`src/rtl/mv_pkg.sv`:
```
`default_nettype none
// ============================================================================
// Module   : mv_pkg
// Purpose  : Shared defaults, FSM state encoding and vector type for the
//            mv_mul_4x4_fp32 scheduler.
// Revision : 1.0
// ============================================================================
package mv_pkg;

   localparam int c_IDW        = 8;
   localparam int c_LATENCY    = 4;
   localparam int c_FIFO_DEPTH = 8;

   localparam logic [1:0] c_ST_IDLE  = 2'd0;
   localparam logic [1:0] c_ST_RUN   = 2'd1;
   localparam logic [1:0] c_ST_DRAIN = 2'd2;
   localparam logic [1:0] c_ST_DONE  = 2'd3;

   typedef enum logic [1:0] {
      ST_IDLE  = c_ST_IDLE,
      ST_RUN   = c_ST_RUN,
      ST_DRAIN = c_ST_DRAIN,
      ST_DONE  = c_ST_DONE
   } mv_state_e;

   // x occupies the low 32 bits
   typedef struct packed {
      logic [31:0] w;
      logic [31:0] z;
      logic [31:0] y;
      logic [31:0] x;
   } vec4_t;

endpackage
`default_nettype wire

```
`src/rtl/mv_out_fifo.sv`:
```
`default_nettype none
// ============================================================================
// Module   : mv_out_fifo
// Purpose  : Synchronous show-ahead FIFO with occupancy count; simultaneous
//            push and pop is accepted even when full.
// Revision : 1.0
// ============================================================================
module mv_out_fifo #(
   parameter int WIDTH = 136,
   parameter int DEPTH = 8
) (
   input  logic                     clk,
   input  logic                     rst_n,
   input  logic                     push,
   input  logic [WIDTH-1:0]         push_data,
   input  logic                     pop,
   output logic [WIDTH-1:0]         head,
   output logic                     empty,
   output logic                     full,
   output logic [$clog2(DEPTH):0]   count
);
   localparam int c_AW = $clog2(DEPTH);

   logic [WIDTH-1:0] r_mem [DEPTH];
   logic [c_AW-1:0]  r_wr_ptr;
   logic [c_AW-1:0]  r_rd_ptr;
   logic [c_AW:0]    r_count;
   logic             w_pop;
   logic             w_push;

   assign empty  = (r_count == '0);
   assign full   = (r_count == (c_AW+1)'(DEPTH));
   assign count  = r_count;
   assign head   = r_mem[r_rd_ptr];
   assign w_pop  = pop && !empty;
   assign w_push = push && (!full || w_pop);

   always_ff @(posedge clk) begin
      if (w_push) begin
         r_mem[r_wr_ptr] <= push_data;
      end
   end

   always_ff @(posedge clk) begin
      if (!rst_n) begin
         r_wr_ptr <= '0;
         r_rd_ptr <= '0;
         r_count  <= '0;
      end else begin
         if (w_push) begin
            r_wr_ptr <= r_wr_ptr + c_AW'(1);
         end
         if (w_pop) begin
            r_rd_ptr <= r_rd_ptr + c_AW'(1);
         end
         case ({w_push, w_pop})
            2'b10:   r_count <= r_count + (c_AW+1)'(1);
            2'b01:   r_count <= r_count - (c_AW+1)'(1);
            default: r_count <= r_count;
         endcase
      end
   end

endmodule
`default_nettype wire

```
`src/rtl/mv_sched_ctrl.sv`:
```
`default_nettype none
// ============================================================================
// Module   : mv_sched_ctrl
// Purpose  : Batch scheduler feeding a fixed-latency 4x4 fp32 matrix-vector
//            datapath, with credit-based issue and an in-order result buffer.
// Revision : 1.0
// ============================================================================
module mv_sched_ctrl
   import mv_pkg::*;
#(
   parameter int IDW        = c_IDW,
   parameter int LATENCY    = c_LATENCY,
   parameter int FIFO_DEPTH = c_FIFO_DEPTH
) (
   input  logic             clk,
   input  logic             rst_n,
   input  logic             cfg_start,
   input  logic [15:0]      cfg_count,
   input  logic             mat_wr_en,
   input  logic [3:0]       mat_wr_addr,
   input  logic [31:0]      mat_wr_data,
   output logic [511:0]     mat_out,
   input  logic             s_valid,
   output logic             s_ready,
   input  logic [127:0]     s_vec,
   output logic             mv_in_valid,
   output logic [IDW-1:0]   mv_in_id,
   output logic [127:0]     mv_vec,
   input  logic             mv_out_valid,
   input  logic [IDW-1:0]   mv_out_id,
   input  logic [127:0]     mv_out_vec,
   output logic             m_valid,
   input  logic             m_ready,
   output logic [IDW-1:0]   m_id,
   output logic [127:0]     m_vec,
   output logic             busy,
   output logic             done,
   output logic             err_seq,
   output logic             err_ovf
);
   localparam int c_CW = $clog2(FIFO_DEPTH) + 1;
   localparam int c_FW = IDW + 128;

   mv_state_e        r_state;
   mv_state_e        w_state_nxt;
   logic [15:0]      r_count;
   logic [15:0]      r_issued;
   logic [15:0]      r_retired;
   logic [15:0]      w_retired_nxt;
   logic [IDW-1:0]   r_next_id;
   logic [IDW-1:0]   r_exp_id;
   logic [c_CW-1:0]  r_inflight;
   logic [511:0]     r_mat;
   logic             r_mv_in_valid;
   logic [IDW-1:0]   r_mv_in_id;
   vec4_t            r_mv_vec;
   logic             r_err_seq;
   logic             r_err_ovf;

   logic             w_start;
   logic             w_acc;
   logic             w_res;
   logic             w_pop;
   logic             w_push;
   logic             w_ovf;
   logic             w_credit;
   logic             w_lat_ok;
   logic             w_fifo_empty;
   logic             w_fifo_full;
   logic [c_CW-1:0]  w_fifo_count;
   logic [c_FW-1:0]  w_fifo_head;

   assign w_start  = cfg_start && (r_state == ST_IDLE);
   assign w_res    = mv_out_valid && ((r_state == ST_RUN) || (r_state == ST_DRAIN));
   assign w_pop    = m_valid && m_ready;
   assign w_push   = w_res && (!w_fifo_full || w_pop);
   assign w_ovf    = w_res && w_fifo_full && !w_pop;
   assign w_acc    = s_valid && s_ready;

   // Every issued vertex owns a buffer slot until popped, so the buffer can never overflow
   assign w_credit = ({1'b0, r_inflight} + {1'b0, w_fifo_count}) < (c_CW+1)'(FIFO_DEPTH);
   assign w_lat_ok = (r_inflight <= c_CW'(LATENCY)) || w_res;
   assign s_ready  = (r_state == ST_RUN) && (r_issued < r_count) && w_credit && w_lat_ok;

   assign w_retired_nxt = r_retired + 16'(w_pop);

   always_comb begin
      w_state_nxt = r_state;
      case (r_state)
         ST_IDLE:  if (cfg_start) w_state_nxt = (cfg_count != 16'd0) ? ST_RUN : ST_DONE;
         ST_RUN:   if (r_issued == r_count) w_state_nxt = ST_DRAIN;
         ST_DRAIN: if (w_retired_nxt == r_count) w_state_nxt = ST_DONE;
         ST_DONE:  w_state_nxt = ST_IDLE;
         default:  w_state_nxt = ST_IDLE;
      endcase
   end

   always_ff @(posedge clk) begin
      if (!rst_n) begin
         r_state       <= ST_IDLE;
         r_count       <= '0;
         r_issued      <= '0;
         r_retired     <= '0;
         r_next_id     <= '0;
         r_exp_id      <= '0;
         r_inflight    <= '0;
         r_mat         <= '0;
         r_mv_in_valid <= 1'b0;
         r_mv_in_id    <= '0;
         r_mv_vec      <= '0;
         r_err_seq     <= 1'b0;
         r_err_ovf     <= 1'b0;
      end else begin
         r_state       <= w_state_nxt;
         r_mv_in_valid <= w_acc;
         if (w_acc) begin
            r_mv_in_id <= r_next_id;
            r_mv_vec   <= s_vec;
         end
         if (mat_wr_en && (r_state == ST_IDLE)) begin
            r_mat[{mat_wr_addr, 5'd0} +: 32] <= mat_wr_data;
         end
         if (w_start) begin
            r_count   <= cfg_count;
            r_issued  <= '0;
            r_retired <= '0;
            r_next_id <= '0;
            r_exp_id  <= '0;
         end else begin
            if (w_acc) begin
               r_next_id <= r_next_id + IDW'(1);
               r_issued  <= r_issued + 16'd1;
            end
            if (w_res) begin
               r_exp_id <= r_exp_id + IDW'(1);
            end
            if (w_pop) begin
               r_retired <= r_retired + 16'd1;
            end
         end
         case ({w_acc, w_res && (r_inflight != '0)})
            2'b10:   r_inflight <= r_inflight + c_CW'(1);
            2'b01:   r_inflight <= r_inflight - c_CW'(1);
            default: r_inflight <= r_inflight;
         endcase
         if (w_res && (mv_out_id != r_exp_id)) begin
            r_err_seq <= 1'b1;
         end
         if (w_ovf) begin
            r_err_ovf <= 1'b1;
         end
      end
   end

   mv_out_fifo #(
      .WIDTH (c_FW),
      .DEPTH (FIFO_DEPTH)
   ) u_out_fifo (
      .clk       (clk),
      .rst_n     (rst_n),
      .push      (w_push),
      .push_data ({mv_out_id, mv_out_vec}),
      .pop       (w_pop),
      .head      (w_fifo_head),
      .empty     (w_fifo_empty),
      .full      (w_fifo_full),
      .count     (w_fifo_count)
   );

   assign mat_out     = r_mat;
   assign mv_in_valid = r_mv_in_valid;
   assign mv_in_id    = r_mv_in_id;
   assign mv_vec      = r_mv_vec;
   assign m_valid     = !w_fifo_empty;
   assign m_id        = w_fifo_head[c_FW-1:128];
   assign m_vec       = w_fifo_head[127:0];
   assign busy        = (r_state != ST_IDLE);
   assign done        = (r_state == ST_DONE);
   assign err_seq     = r_err_seq;
   assign err_ovf     = r_err_ovf;

endmodule
`default_nettype wire
```
`config.mk`:
```
export PLATFORM = sky130hd
export DESIGN_NAME = mv_sched_ctrl
export DESIGN_NICKNAME = d
export VERILOG_FILES = /design/src/rtl/mv_pkg.sv /design/src/rtl/mv_out_fifo.sv /design/src/rtl/mv_sched_ctrl.sv
export SDC_FILE = /design/constraint.sdc
export NUM_CORES = 2
export LEC_CHECK = 0
export CAP_MARGIN = 20
export CORE_AREA = 5 5 435 437
export CTS_BUF_LIST = sky130_fd_sc_hd__clkbuf_8
export DETAILED_ROUTE_END_ITERATION = 7
export DIE_AREA = 0 0 440 442
export PLACE_DENSITY = 0.64
export SYNTH_ARGS = -nofsm -noshare
export SYNTH_HDL_FRONTEND = slang
export SYNTH_SLANG_ARGS = --single-unit
export TNS_END_PERCENT = 20
```
`constraint.sdc`:
```
create_clock -name clk -period 18.6 [get_ports clk]
set_clock_uncertainty 0.05 [all_clocks]
set_input_delay 1.86 -clock clk [delete_from_list [all_inputs] [get_ports clk]]
set_output_delay 1.86 -clock clk [all_outputs]
set_load 0.005 [all_outputs]
```
Word level (Yosys, flattened, before mapping)
Memories as Yosys holds them, arrays and structs flattened. A register that Yosys moved wholly into a read port is not among the register bits.
Index checks and enable logic that the tools add are counted.
{"block": "totals", "regBits": 731, "latchBits": 0, "ram_bits": 1088, "rom_bits": 0, "in_bits": 323, "wordCells": 96, "memories": 1}
{"name": "u_out_fifo.r_mem", "words": 8, "width": 136, "read_ports": 1, "rd_clocked_by_memory_dff": 1, "wr": 1, "line_no": "mv_out_fifo.sv:24", "source": "logic [WIDTH-1:0] r_mem [DEPTH];"}
{"block": "op_classes", "n_addsub": 13, "n_mul": 0, "n_div": 0, "magnitude_cmp": 3, "eq_ne": 14, "n_shift": 2, "mux": 12, "n_bitwise": 1, "reduce_logical": 31}
{"cell": "$bwmux W512", "count": 1}
{"cell": "$shift A32 B11 Y512 const A", "count": 1}
{"cell": "$shiftx A32 B11 Y512", "count": 1}
{"cell": "$add A16 B1 Y16 const B", "count": 2}
{"cell": "$eq A16 B16 Y1", "count": 2}
{"cell": "$add A16 B1 Y16", "count": 1}
{"cell": "$add A8 B1 Y8 const B", "count": 2}
{"cell": "$lt A16 B16 Y1", "count": 1}
{"cell": "$pmux W4 S2", "count": 2}
{"cell": "$reduce_bool A16 Y1", "count": 1}
{"cell": "$logic_and A1 B1 Y1", "count": 15}
{"cell": "$neg A9 Y11", "count": 1}
{"cell": "$add A4 B1 Y4 const B", "count": 2}
{"cell": "$eq A2 B2 Y1 const B", "count": 4}
{"cell": "$mux W2", "count": 4}
{"cell": "$ne A8 B8 Y1", "count": 1}
{"cell": "$pmux W2 S4", "count": 1}
{"cell": "$sub A4 B1 Y4 const B", "count": 2}
{"cell": "$add A3 B1 Y3 const B", "count": 2}
{"cell": "$eq A2 B1 Y1 const B", "count": 3}
{"cell": "$mux W3", "count": 2}
{"cell": "$reduce_bool A2 Y1", "count": 3}
{"cell": "$add A4 B4 Y5", "count": 1}
{"cell": "$lt A5 B4 Y1 const B", "count": 1}
{"cell": "13 further kinds", "count": 20}

Logic depth before layout (Yosys ltp)
{"block": "logic_depth", "depth_word": 8, "ltp_mapped": 18, "depth_no_buf": 16}

Hierarchy
A second synthesis with hierarchy kept.
{"block": "hier_totals", "cells_unflattened": 5117, "area_unflattened_um2": 70030.9}
{"mod": "mv_out_fifo", "instances": 1, "cells_per_inst": 1654, "area_each_um2": 41442.2, "seq_area_each_um2": 32931.6}
{"mod": "mv_sched_ctrl", "instances": 1, "cells_per_inst": 3463, "area_each_um2": 28588.7, "seq_area_each_um2": 14433.8}

Worst setup path before layout
No wires, ideal clock.
{"block": "synth_timing", "path_type": "input port to flip-flop", "from": "input m_ready", "to": "memory u_out_fifo.r_mem[4][0] (enable)", "arrival_time_ns": 11.601, "t_required_ns": 17.752, "path_slack_ns": 6.151, "path_stages": 5, "cell_sequence": "nand2b_1 nor4_1 nor2_1 nand2_1 nor3_1"}
{"block": "synth_via", "elab_chain_cells": 6, "word_cells_on_any_way": 8, "classes_between": "mux (2); reduce/logical (6)"}
{"item": "start: declaration", "line_no": "mv_sched_ctrl.sv:33", "source": "input logic m_ready,"}
{"item": "$logic_and A1 B1 Y1 (*)", "line_no": "mv_sched_ctrl.sv:75", "source": "assign w_pop = m_valid && m_ready;"}
{"item": "$logic_or A1 B1 Y1 or $logic_and A1 B1 Y1 (tied branches)", "line_no": "mv_sched_ctrl.sv:76, mv_out_fifo.sv:35"}
{"item": "$logic_and A1 B1 Y1 or $logic_or A1 B1 Y1 (tied branches)", "line_no": "mv_sched_ctrl.sv:76, mv_out_fifo.sv:36"}
{"item": "$logic_and A1 B1 Y1 (*)", "line_no": "mv_out_fifo.sv:36", "source": "assign w_push = push && (!full || w_pop);"}
{"item": "$mux W1 (*)", "line_no": "mv_out_fifo.sv:39", "source": "if (w_push) begin"}
{"item": "$mux W1 (not written as such) (*)", "line_no": "mv_out_fifo.sv:40", "source": "r_mem[r_wr_ptr] <= push_data;"}
{"item": "end: declaration", "line_no": "mv_out_fifo.sv:24"}
Every way passes the cells marked *; elsewhere a longest branch is shown, timed or not.

==> results_dict.tcl <==
set metrics [dict create \
    status "complete, no violations" \
    syn-cell-area_um2 68600 \
    powerDensity_nw_per_um2 112 \
    fin_crit_ns 7.01 \
    utilization_pct 47.7 \
    leakagePower_nw 28.6 \
    final_cells 9000 \
    crit_arrival_ns 5.10 \
    max_freq_mhz 143 \
    final_nets 6650 \
    die_x_um 440 \
    crit_family "buffers and inverters" \
    core_area_um2 185000 \
    cts_sinks 1822 \
    whs_ns 0.401 \
    finalHoldViolCount 0 \
    post_synth.cell_area_avg_um2 13.3 \
    relSlewSlack_pct 20.9 \
    htree_levels 5 \
    clk_latency_ns 1.01 \
    ys_seq_area_share_pct 69.1 \
    slowest_delay_ns 0.97 \
    hold_path_end "mat_out[167]" \
    cts_setup_buffers 0 \
    grt_usage_pct 23.1 \
    area_delta_synth_final_pct 28.5 \
    grt_pass1_vias 46500 \
    ir_drop_uv 99.6 \
    clk_pin_slew_ns 0.06 \
    ios 1114 \
    rows 158 \
    min_from "mat_out[167]" \
    grt_max_degree 136 \
    portBuffers 1113 \
    drive_gt1_share_pct 14.2 \
    vias 46500 \
    drt-total-wl_um 232000 \
    clk_path_buf_depth 4 \
    required_ns 16.69 \
    viasPerCell 5.17 \
    die_h_um 442 \
    cp_cell_sequence "buf_12, buf_4, mux4_2, mux2_2, clkdlybuf4s50_1" \
    cts-root-buf "clkbuf_8" \
    die_area_um2 194000 \
    wire_per_inst_um 25.7 \
    yosys_warnings 0 \
    grt_overflow 0 \
    cts_resized 0 \
    worst-path-max-fanout 135 \
    r2r_cells 16 \
    rr_startpoint "r_state[1]" \
    cts_tree "built" \
    min_path_cells 2 \
    postSynth.asyncResetShare_pct 0 \
    regToRegSetupSlack_ns 13.68 \
    dr.pass1.iters 5 \
    slowest_stage "dfxtp_4" \
    synth_seq_cells 1822 \
    synth_cell_types 48 \
    syn-num-nets 5519 \
    dr.first_iter.drc_count 3837 \
    worst_pin_slew_ns 1.18 \
    hold_buffers 0 \
    timing.final.crit_share_pct 37.7 \
    start_util_pct 37.1 \
    grt_pass1_wl_um 330000 \
    maxSlewViolCount 0 \
    num-fill-cells 16400 \
    final_common_cell "clkdlybuf4s50_1" \
    finalSetupViolations 0 \
    tns_ns 0 \
    ant_nets 0 \
    critPathBufInv 3 \
    synth-edff-count 1088 \
    finalPower_mw 9.89 \
    numCtsBuffers 318 \
    dpl_worst_slack_ns 12.12 \
    drv_cap 0 \
    endpoint_kind "output port" \
    hold_class "flop to flop" \
    syn_inst 5153 \
    r2r-end "r_inflight[3]" \
    rsz0062_at_grt "no" \
    dpl.cell_count 8443 \
    routabilityCongestion 0.945 \
    final_area_um2 88100 \
    dp_hpwl_um 152000 \
    startpoint_type "flop" \
    critPathKind "flop to output port" \
    setup_slack_ns 11.59 \
    route.detailed.drc 0 \
    placedInstanceArea_um2 82200 \
    antenna_found_initial 21 \
    mostFrequentLayoutCells "1,113 x clkdlybuf4s50_1, 1,088 x edfxtp_1, 1,053 x nand2_1, 731 x dfxtp_1, 657 x a21oi_1" \
    ys_dominant_reg_cell "edfxtp_1" \
]
==> sequential cells by signal (all words and copies together), names as in the netlist, named ones only <==
register / count
u_out_fifo.r_mem: 1088
mat_out: 512
mv_vec: 128
r_count: 16
r_issued: 16
r_retired: 16
mv_in_id: 8
r_exp_id: 8
r_next_id: 8
r_inflight: 4
u_out_fifo.count: 4
u_out_fifo.r_rd_ptr: 3
u_out_fifo.r_wr_ptr: 3
r_state: 2
err_ovf: 1
err_seq: 1
mv_in_valid: 1
==> cells by family after synthesis <==
| group | count (synthesis) | synth area share [%] |
|---|---|---|
| flip-flops | 1822 | 69.1 |
| buffers and inverters | 427 | 2.38 |
| AO/OA/AOI/OAI | 700 | 5.22 |
| multiplexers | 447 | 11.7 |
| AND/OR/NAND/NOR | 1634 | 9.78 |
| XOR/XNOR | 80 | 1.02 |
| adder cells (fa/ha/maj) | 43 | 0.806 |
==> how the worst max path moves through the flow <==
stage / from / to / slack [ns] / cells after the start
6_report: flop / m_vec[3] / 11.59 / 5
5_1_grt: flop / m_vec[34] / 11.22 / 5
4_1_cts: flop / m_vec[3] / 11.41 / 5
3_5_place_dp: mv_out_valid / r_inflight[3] / 12.12 / 15
3_3_place_gp: mv_out_valid / r_inflight[3] / 12.12 / 15
2_1_floorplan: m_ready / u_out_fifo.r_mem[4][0] / 6.15 / 5
==> synth_stat cells, types with 2 or more instances <==
library cell / n / area, µm²
ha_1: 41 / 513
fa_1: 2 / 40.0
edfxtp_1: 1088 / 32700
nor4b_1: 2 / 17.5
mux4_2: 272 / 6130
nor4_1: 22 / 138
xor2_1: 38 / 333
nand2b_1: 7 / 43.8
or4_1: 4 / 30.0
a31oi_1: 3 / 18.8
and4_1: 5 / 43.8
and3_1: 10 / 62.6
nor2_1: 252 / 946
nand2_1: 1054 / 3960
mux2_2: 137 / 1540
o21a_1: 3 / 22.5
buf_2: 22 / 110
dfxtp_1: 734 / 14700
a21o_1: 7 / 52.6
nor2b_1: 5 / 31.3
o21ai_0: 16 / 80.1
or3_1: 9 / 56.3
nor3_1: 8 / 40.0
buf_1: 71 / 267
mux2i_1: 38 / 380
clkbuf_1: 299 / 1120
and2_1: 11 / 68.8
a21oi_1: 658 / 3290
xnor2_1: 42 / 368
nor3b_1: 3 / 22.5
o21ai_1: 2 / 10.0
nand3_1: 218 / 1090
inv_2: 2 / 7.51
nand4_1: 21 / 131
inv_1: 33 / 124
a211oi_1: 2 / 15.0
==> routing by layer <==
layer	global-route usage (%)	share of wire [%]	wire [µm]	up-vias
met2	37.7	48	112000	1760
met3	8.01	9.0	20900	449
met4	11.3	5.3	12400	6
li1	-	-	-	20800
met1	27.1	37	86800	23400
met5	0	0.015	35	-
==> tightest hold or removal path, delay by kind of cell (launching register included) <==
family           cells  cell delay (ns)
AO/OA/AOI/OAI        1             0.05
flip-flops           1             0.30
AND/OR/NAND/NOR      1             0.05
==> power by group <==
part	switching, mW	leakage [nW]	internal [mW]
Clock	1.60	3.33	1.83
Sequential	0.104	15.7	4.45
Combinational	0.939	9.53	0.959
==> layout make-up <==
type | count | area [µm²] | area share [%]
Antenna cell | 22 | 55.1 | 0.0625
Clock buffer | 343 | 4720 | 5.36
Clock inverter | 191 | 1080 | 1.23
Inverter | 35 | 141 | 0.160
Multi-Input combinational cell | 2904 | 19700 | 22.4
Sequential cell | 1822 | 47400 | 53.8
Tap cell | 2480 | 3100 | 3.52
Timing Repair Buffer | 1203 | 11900 | 13.5
Power figures use the tool's default switching activity.
